**config.mk**
```make
export PLATFORM = sky130hd
export DESIGN_NAME = memory_stage
export DESIGN_NICKNAME = d
export VERILOG_FILES = /design/src/rtl/memory_stage_pkg.sv /design/src/rtl/memory_stage_mem_align.sv /design/src/rtl/memory_stage.sv
export SDC_FILE = /design/constraint.sdc
export NUM_CORES = 1
export LEC_CHECK = 0
export ABC_AREA = 1
export CORE_AREA = 2 2 339 341
export DETAILED_ROUTE_END_ITERATION = 12
export DIE_AREA = 0 0 341 343
export PLACE_DENSITY = 0.44
export REMOVE_ABC_BUFFERS = 1
export SYNTH_ARGS = -nofsm -noshare
export SYNTH_HDL_FRONTEND = slang
export SYNTH_SLANG_ARGS = --single-unit
```
**constraint.sdc**
```tcl
create_clock -name clk -period 2.2 [get_ports clk]
set_input_delay 0.33 -clock clk [delete_from_list [all_inputs] [get_ports clk]]
set_output_delay 0.33 -clock clk [all_outputs]
set_load 0.01 [all_outputs]
```
**src/rtl/memory_stage_pkg.sv**
```systemverilog
// Shared pipeline types for the MEM stage: control encoding, stage payloads
// and the MEM-stage FSM state.
package memory_stage_pkg;

    typedef logic [63:0] u64;
    typedef logic [4:0]  u5;
    typedef logic [2:0]  u3;

    typedef enum logic [1:0] {
        MemNone  = 2'b00,
        MemLoad  = 2'b01,
        MemStore = 2'b10,
        MemRsvd  = 2'b11
    } mem_rw_t;

    // memSize holds the load/store funct3: [1:0] log2 bytes, [2] unsigned load.
    typedef struct packed {
        logic    reg_write;
        mem_rw_t memRw;
        u3       memSize;
    } control_t;

    typedef struct packed {
        logic     valid;
        u64       pc;
        u64       alu_out;
        u64       srcb;
        u64       sextimm;
        u64       target;
        u5        dst;
        control_t ctl;
    } execute_data_t;

    typedef struct packed {
        logic     valid;
        u64       pc;
        u64       alu_out;
        u64       rd;
        u64       sextimm;
        u64       target;
        u5        dst;
        control_t ctl;
    } memory_data_t;

    typedef enum logic [1:0] {
        StEmpty,
        StReq,
        StWait,
        StFull
    } mstate_t;

    function automatic logic is_misaligned(input logic [2:0] off, input logic [1:0] size);
        case (size)
            2'd0:    return 1'b0;
            2'd1:    return off[0];
            2'd2:    return |off[1:0];
            default: return |off;
        endcase
    endfunction

endpackage

```
**src/rtl/memory_stage_mem_align.sv**
```systemverilog
// Byte-lane alignment for a 64-bit data bus: store strobe/data shifting and
// load extraction with sign or zero extension. Purely combinational.
module memory_stage_mem_align (
    input  logic [2:0]  off_i,
    input  logic [2:0]  funct3_i,
    input  logic        is_store_i,
    input  logic [63:0] srcb_i,
    input  logic [63:0] rdata_i,
    output logic [7:0]  strobe_o,
    output logic [63:0] wdata_o,
    output logic [63:0] load_o
);

    logic [7:0]  mask;
    logic [63:0] sh;

    always_comb begin
        case (funct3_i[1:0])
            2'd0:    mask = 8'h01;
            2'd1:    mask = 8'h03;
            2'd2:    mask = 8'h0F;
            default: mask = 8'hFF;
        endcase
        strobe_o = is_store_i ? (mask << off_i) : 8'h00;
        wdata_o  = srcb_i << {off_i, 3'b000};
        sh       = rdata_i >> {off_i, 3'b000};
        case (funct3_i)
            3'b000:  load_o = {{56{sh[7]}}, sh[7:0]};
            3'b001:  load_o = {{48{sh[15]}}, sh[15:0]};
            3'b010:  load_o = {{32{sh[31]}}, sh[31:0]};
            3'b100:  load_o = {56'b0, sh[7:0]};
            3'b101:  load_o = {48'b0, sh[15:0]};
            3'b110:  load_o = {32'b0, sh[31:0]};
            default: load_o = sh;
        endcase
    end

endmodule

```
**src/rtl/memory_stage.sv**
```systemverilog
// RV64I MEM stage: one instruction in flight, split addr_ok/data_ok bus
// handshake, registered result toward writeback.
module memory_stage
    import memory_stage_pkg::*;
#(
    parameter int unsigned ADDR_W = 64
) (
    input  logic              clk,
    input  logic              reset,
    input  execute_data_t     in,
    output logic              in_ready,
    output memory_data_t      out,
    input  logic              out_ready,
    output logic              dreq_valid,
    output logic [ADDR_W-1:0] dreq_addr,
    output logic [2:0]        dreq_size,
    output logic [7:0]        dreq_strobe,
    output logic [63:0]       dreq_wdata,
    input  logic              dresp_addr_ok,
    input  logic              dresp_data_ok,
    input  logic [63:0]       dresp_rdata
);

    mstate_t       state_q, state_d;
    execute_data_t r_q, r_d;
    u64            rd_q, rd_d;

    logic accept;
    logic in_goes_req;
    logic r_is_load;
    logic r_is_store;
    u64   load_data;

    assign accept      = in.valid & in_ready;
    assign in_goes_req = (in.ctl.memRw != MemNone) &
                         ~is_misaligned(in.alu_out[2:0], in.ctl.memSize[1:0]);
    assign r_is_load   = r_q.ctl.memRw == MemLoad;
    assign r_is_store  = r_q.ctl.memRw == MemStore;

    memory_stage_mem_align u_align (
        .off_i      (r_q.alu_out[2:0]),
        .funct3_i   (r_q.ctl.memSize),
        .is_store_i (r_is_store),
        .srcb_i     (r_q.srcb),
        .rdata_i    (dresp_rdata),
        .strobe_o   (dreq_strobe),
        .wdata_o    (dreq_wdata),
        .load_o     (load_data)
    );

    always_comb begin
        state_d = state_q;
        r_d     = r_q;
        rd_d    = rd_q;
        unique case (state_q)
            StReq: begin
                if (dresp_data_ok) rd_d = r_is_load ? load_data : '0;
                if (dresp_addr_ok) state_d = dresp_data_ok ? StFull : StWait;
            end
            StWait: begin
                if (dresp_data_ok) begin
                    rd_d    = r_is_load ? load_data : '0;
                    state_d = StFull;
                end
            end
            StFull: begin
                if (out_ready) state_d = StEmpty;
            end
            default: ;
        endcase
        // A new accept from FULL overrides the drain, so there is no bubble.
        if (accept) begin
            r_d     = in;
            rd_d    = '0;
            state_d = in_goes_req ? StReq : StFull;
        end
    end

    always_ff @(posedge clk or negedge reset) begin
        if (!reset) begin
            state_q <= StEmpty;
            r_q     <= '0;
            rd_q    <= '0;
        end else begin
            state_q <= state_d;
            r_q     <= r_d;
            rd_q    <= rd_d;
        end
    end

    assign in_ready   = (state_q == StEmpty) | ((state_q == StFull) & out_ready);
    assign dreq_valid = state_q == StReq;
    assign dreq_addr  = r_q.alu_out[ADDR_W-1:0];
    assign dreq_size  = {1'b0, r_q.ctl.memSize[1:0]};

    always_comb begin
        out         = '0;
        out.valid   = (state_q == StFull) & r_q.valid;
        out.pc      = r_q.pc;
        out.alu_out = r_q.alu_out;
        out.rd      = rd_q;
        out.sextimm = r_q.sextimm;
        out.target  = r_q.target;
        out.dst     = r_q.dst;
        out.ctl     = r_q.ctl;
    end

endmodule
```
### Word level (Yosys, flattened, before mapping)

Index checks and enable logic that the tools add are counted.

* register bits: 398
* input bits: 401
* output and inout port bits: 473
* logic and storage cells: 66

* bitwise logic cells: 6
* shift-type cells: 3
* multiplexer cells: 15
* reductions and logical operators: 13
* equal/unequal tests: 17

Operator list (number)
* one-hot mux 64 bit (6 select lines): 1
* two-way mux 64 bit: 4
* << shifter 64 x 6 -> 64 bit: 1
* right shift 64 x 6 -> 64 bit: 1
* one-hot mux 8 bit (3 select lines): 1
* equality test 2 bit (second input constant): 5
* two-way mux 2 bit: 5
* equality test 3 bit (second input constant): 3
* equality test 2 x 1 -> 1 bit (second input constant): 4
* two-way mux 8 bit: 1
* << shifter 8 x 3 -> 8 bit: 1
* logical NOT 2 bit: 3
* inequality test 3 bit (second input constant): 2
* one-hot mux 2 bit (3 select lines): 1
* nonzero test 2 bit: 3
* AND 1 bit: 4
* AND reduction 4 bit: 1
* nonzero test 4 bit: 1
* OR reduction 2 bit: 2
* equality test 3 x 1 -> 1 bit (second input constant): 1
* equality test 3 x 2 -> 1 bit (second input constant): 1
* logical NOT 3 bit: 1
* inequality test 3 x 1 -> 1 bit (second input constant): 1
* one-hot mux 1 bit (3 select lines): 1
* 5 further kinds: 5

### Depth between registers and ports, before layout

* word-level depth: 6
* gate-level depth with buffers: 11
* gate-level depth less buffers: 10

### Cells and area by module

A second synthesis with hierarchy kept.

* cell total of the unflattened synthesis: 2940
* area, all modules: 22110.0 µm²

By module, submodules not included
* memory_stage: seq. area each 9959.6 µm², area an instance 18078.6 µm², cells an instance 2076, instances 1
* memory_stage_mem_align: seq. area each 0.0 µm², area an instance 4031.4 µm², cells an instance 864, instances 1

### Worst setup path after synthesis

No wires, ideal clock.

* path type: reg2out
* start: register r_q, in the netlist dreq_addr[1]
* end: output dreq_wdata[41]
* stages on the path, launching flop included: 8
* slack: 0.386 ns
* arrival: 1.484 ns
* buffers on the path: 4
* path through: dfrtp_1 -> buf_4 -> inv_2 -> buf_4 -> buf_4 -> buf_2 -> nand2_1 -> o21ai_0

* word-level cells in the longest chain between the ends: 1

RTL lines
* from (decl): RTL line memory_stage.sv:25 `execute_data_t r_q, r_d;`
* from (signal assigned): RTL line memory_stage.sv:86 `r_q <= r_d;`
* << shifter 64 x 6 -> 64 bit: RTL line memory_stage_mem_align.sv:25 `wdata_o = srcb_i << {off_i, 3'b000};`
* to (decl): RTL line memory_stage.sv:18 `output logic [63:0] dreq_wdata,`

Every way passes these cells.

### Final worst setup path

* start: register r_q, in the netlist dreq_addr[0]
* end: output dreq_wdata[51]

The elaborated chain is that of the path after synthesis.

==> impl_metrics.yaml <==
outcome:
  status: "complete, but fails checks"
  failed_checks: "setup timing"
sta:
  rsz0062_at_grt: "true"
  slew_viol_final: 0
  max_freq_mhz: 393.0
  layout_setup_ws_ns: -0.3445
  fin_crit_ns: 2.545
  skew_ns: 0.02458
  final-setup-viol-count: 130
  max_slew_margin_pct: 63.49
  hold_violations: 0
  finalCritPeriodShare_pct: 115.7
  worst_pin_slew_ns: 0.5498
synth:
  synth_warnings: 0
  async_flop_share_pct: 100.0
  synth_most_common_cell: "nand2_1"
  synth-edff-count: 0
  syn_inst: 2891
  synth_area_um2: 21650
  synth.area.top_cells: "dfrtp_1 (46%), nand2_1 (25%), buf_4 (12%), nand3_1 (3.1%), o21ai_0 (2.5%)"
  synth_largest_area_cell: "dfrtp_1"
  ys_ff_latch: 398
  syn_avg_cell_area_um2: 7.490
  ys_seq_area_share_pct: 46.00
  synthTopCellsByCount: "nand2_1 (1443), dfrtp_1 (398), buf_4 (350)"
  synthFlopType: "dfrtp_1"
  yosys.area.top_type_share_pct: 46.00
  netlist-cell-type-count: 37
grt:
  antenna_found_initial: 37
  grt_pass1_wl_um: 151000
  grtUsageTotal_pct: 17.75
  grt_max_degree: 82
  grt_pass1_vias: 20391
  grt.overflow.total: 0
drt:
  drt-total-wl_um: 108400
  vias_per_cell: 4.124
  dr.pass1.iters: 5
  drtIter0Drc: 1085
  ant_nets: 0
  post_drt_wl_per_cell_um: 21.46
  drc_errors: 0
  vias: 20835
setup_path:
  path_cells: "buf_12 > buf_12 > nand2_2 > o21ai_2 > nor2_1 > a21oi_2 > buf_4 > o21ai_2 > buf_2"
  worst_path_dominant_cell_family: "buffers and inverters"
  slowest_stage: "dfrtp_4"
  crit_arrival_ns: 2.21
  cp-end-kind: "primary output"
  critical_path_required_ns: 1.87
  path_max_fanout: 6
  cp_slowest_stage_delay_ns: 0.56
  critPathKind: "reg2out"
  worstSetupStartpointType: "flip-flop"
  critPathBufInv: 4
floorplan:
  core_area_um2: 113400
  fp.dieW_um: 341
  die-height_um: 343
  rows: 124
  io_pins: 874
  dieArea_um2: 117000
  start_util_pct: 19.09
clock_tree:
  clk-insertion-delay-late_ns: 0.61
  path_clk_slew_ns: 0.06
  cts_tree: "built"
  cts.htree.levels: 2
  cts_num_sinks: 398
  clock-root-buffer: "clkbuf_16"
  numCtsBuffers: 52
  clock_path_buffers: 3
finish:
  seq_area_um2: 9966
  synthToLayoutAreaGrowth_pct: 54.28
  nets: 3898
  drive_above_1_share_pct: 14.12
  n_fill_cell: 12269
  instances_no_fill: 5052
  multi_input_area_um2: 8875
run:
  cap_violations: 0
power:
  ir_drop_mv: 0.6426
  p_leak_nw: 16.02
  power_mw: 53.09
  power_density_nw_per_um2: 1589
placement:
  dp_worst_setup_slack_ns: -0.2714
  globalplace.congestion: 0.8753
  port_buffers: 872
  hpwl_um: 83570
  dp.cells: 4907
hold_path:
  hold_path_class: "in2reg"
-- cell usage in the layout (no fill, tap or decap), types with 10 or more instances in the layout --
cell type and count:
buf_12 49, nand2_4 18, nand2_2 30, o21ai_1 59
buf_8 11, buf_2 63, o211ai_1 25, o21ai_2 29
clkbuf_16 55, buf_4 93, nand3_1 118, clkbuf_1 11
a21oi_1 64, nor2_1 34, dfrtp_1 395, nand2_1 1399
o21ai_0 52, nor2_2 18, mux2i_4 10, buf_6 27
inv_1 48, clkbuf_8 11, clkdlybuf4s50_1 783, nand3_2 15
dlygate4sd2_1 16, clkinv_2 10
-- sequential cells by signal, summed over array words and instances (netlist names) --
register,count
out,201
r_q,65
dreq_addr,64
rd_q,64
dreq_size,2
state_q,2
-- path summary, 6_finish.rpt --
check	end	startpoint	slack, ns	cells past startpoint
max	dreq_wdata[51]	dreq_addr[0]$_DFFE_PN0P_	-0.34	9
min	out[53]$_DFFE_PN0P_	in[53]	0.24	3
max reg2reg	rd_q[39]$_DFFE_PN0P_	dreq_addr[0]$_DFFE_PN0P_	-0.27	15
min reg2reg	rd_q[2]$_DFFE_PN0P_	rd_q[2]$_DFFE_PN0P_	0.47	2
max in group asynchronous	rd_q[10]$_DFFE_PN0P_	reset	1.16	4
min in group asynchronous	rd_q[9]$_DFFE_PN0P_	reset	0.27	2
-- what timing repair did --
action | in CTS | in global routing
gates cloned | 5 | 2
hold buffers | 1 | 0
gates resized for setup | 475 | 120
setup endpoints to repair | 90 | 130
setup buffers | 25 | 14
endpoints found under the hold margin | 29 | 0
pin swaps | 44 | 48
-- cell type report --
class / count / area share [%]
Antenna cell: 7 / 0.05244
Clock buffer: 75 / 4.547
Clock inverter: 19 / 0.7304
Inverter: 55 / 0.6929
Multi-Input combinational cell: 1935 / 26.57
Sequential cell: 398 / 29.83
Tap cell: 1512 / 5.663
Timing Repair Buffer: 1051 / 31.92
-- metal layers --
layer / part of all wire, % / vias to the layer above / wire, um / GRT usage, %
met5: 0.29 / - / 311 / 0
met4: 3.3 / 50 / 3571 / 5.369
met3: 10 / 185 / 11380 / 7.447
met2: 46 / 834 / 50330 / 29.05
met1: 40 / 9811 / 42850 / 21.13
li1: - / 9955 / - / -
-- kinds of logic after synthesis --
| group | Yosys count | synth area share, % |
|---|---|---|
| AND/OR/NAND/NOR | 1648 | 29.63 |
| buffers and inverters | 558 | 16.61 |
| other | 1 | 0.01732 |
| multiplexers | 24 | 1.109 |
| adder cells (fa/ha/maj) | 4 | 0.2311 |
| AO/OA/AOI/OAI | 258 | 6.414 |
| flip-flops | 398 | 46.00 |
-- worst reg2reg max path, delay by kind of cell (launching register included) --
kind	cells	cell delay [ns]
buf+inv	7	1.10
simple gates	7	0.64
flops	1	0.52
compound gates	1	0.12
-- metrics by stage --
step,area (um^2),setup TNS (ns),utilization [%],hold slack (ns)
floorplan,18260,-2481.68,-,0.03441
global placement,30500,-0.8192,26.89,0.3143
detailed placement,30500,-0.8563,26.89,0.3149
CTS,32900,-23.68,29.01,0.1600
global route,33390,-38.45,29.44,0.1894
finish,33410,-24.72,29.45,0.2366
-- report_power, final --
group / total (mW) / switching, mW / internal, mW
Sequential: 13.4 / 2.75 / 10.6
Combinational: 30.8 / 16.8 / 13.9
Clock: 8.94 / 3.58 / 5.37
(Power assumes the default switching activity.)
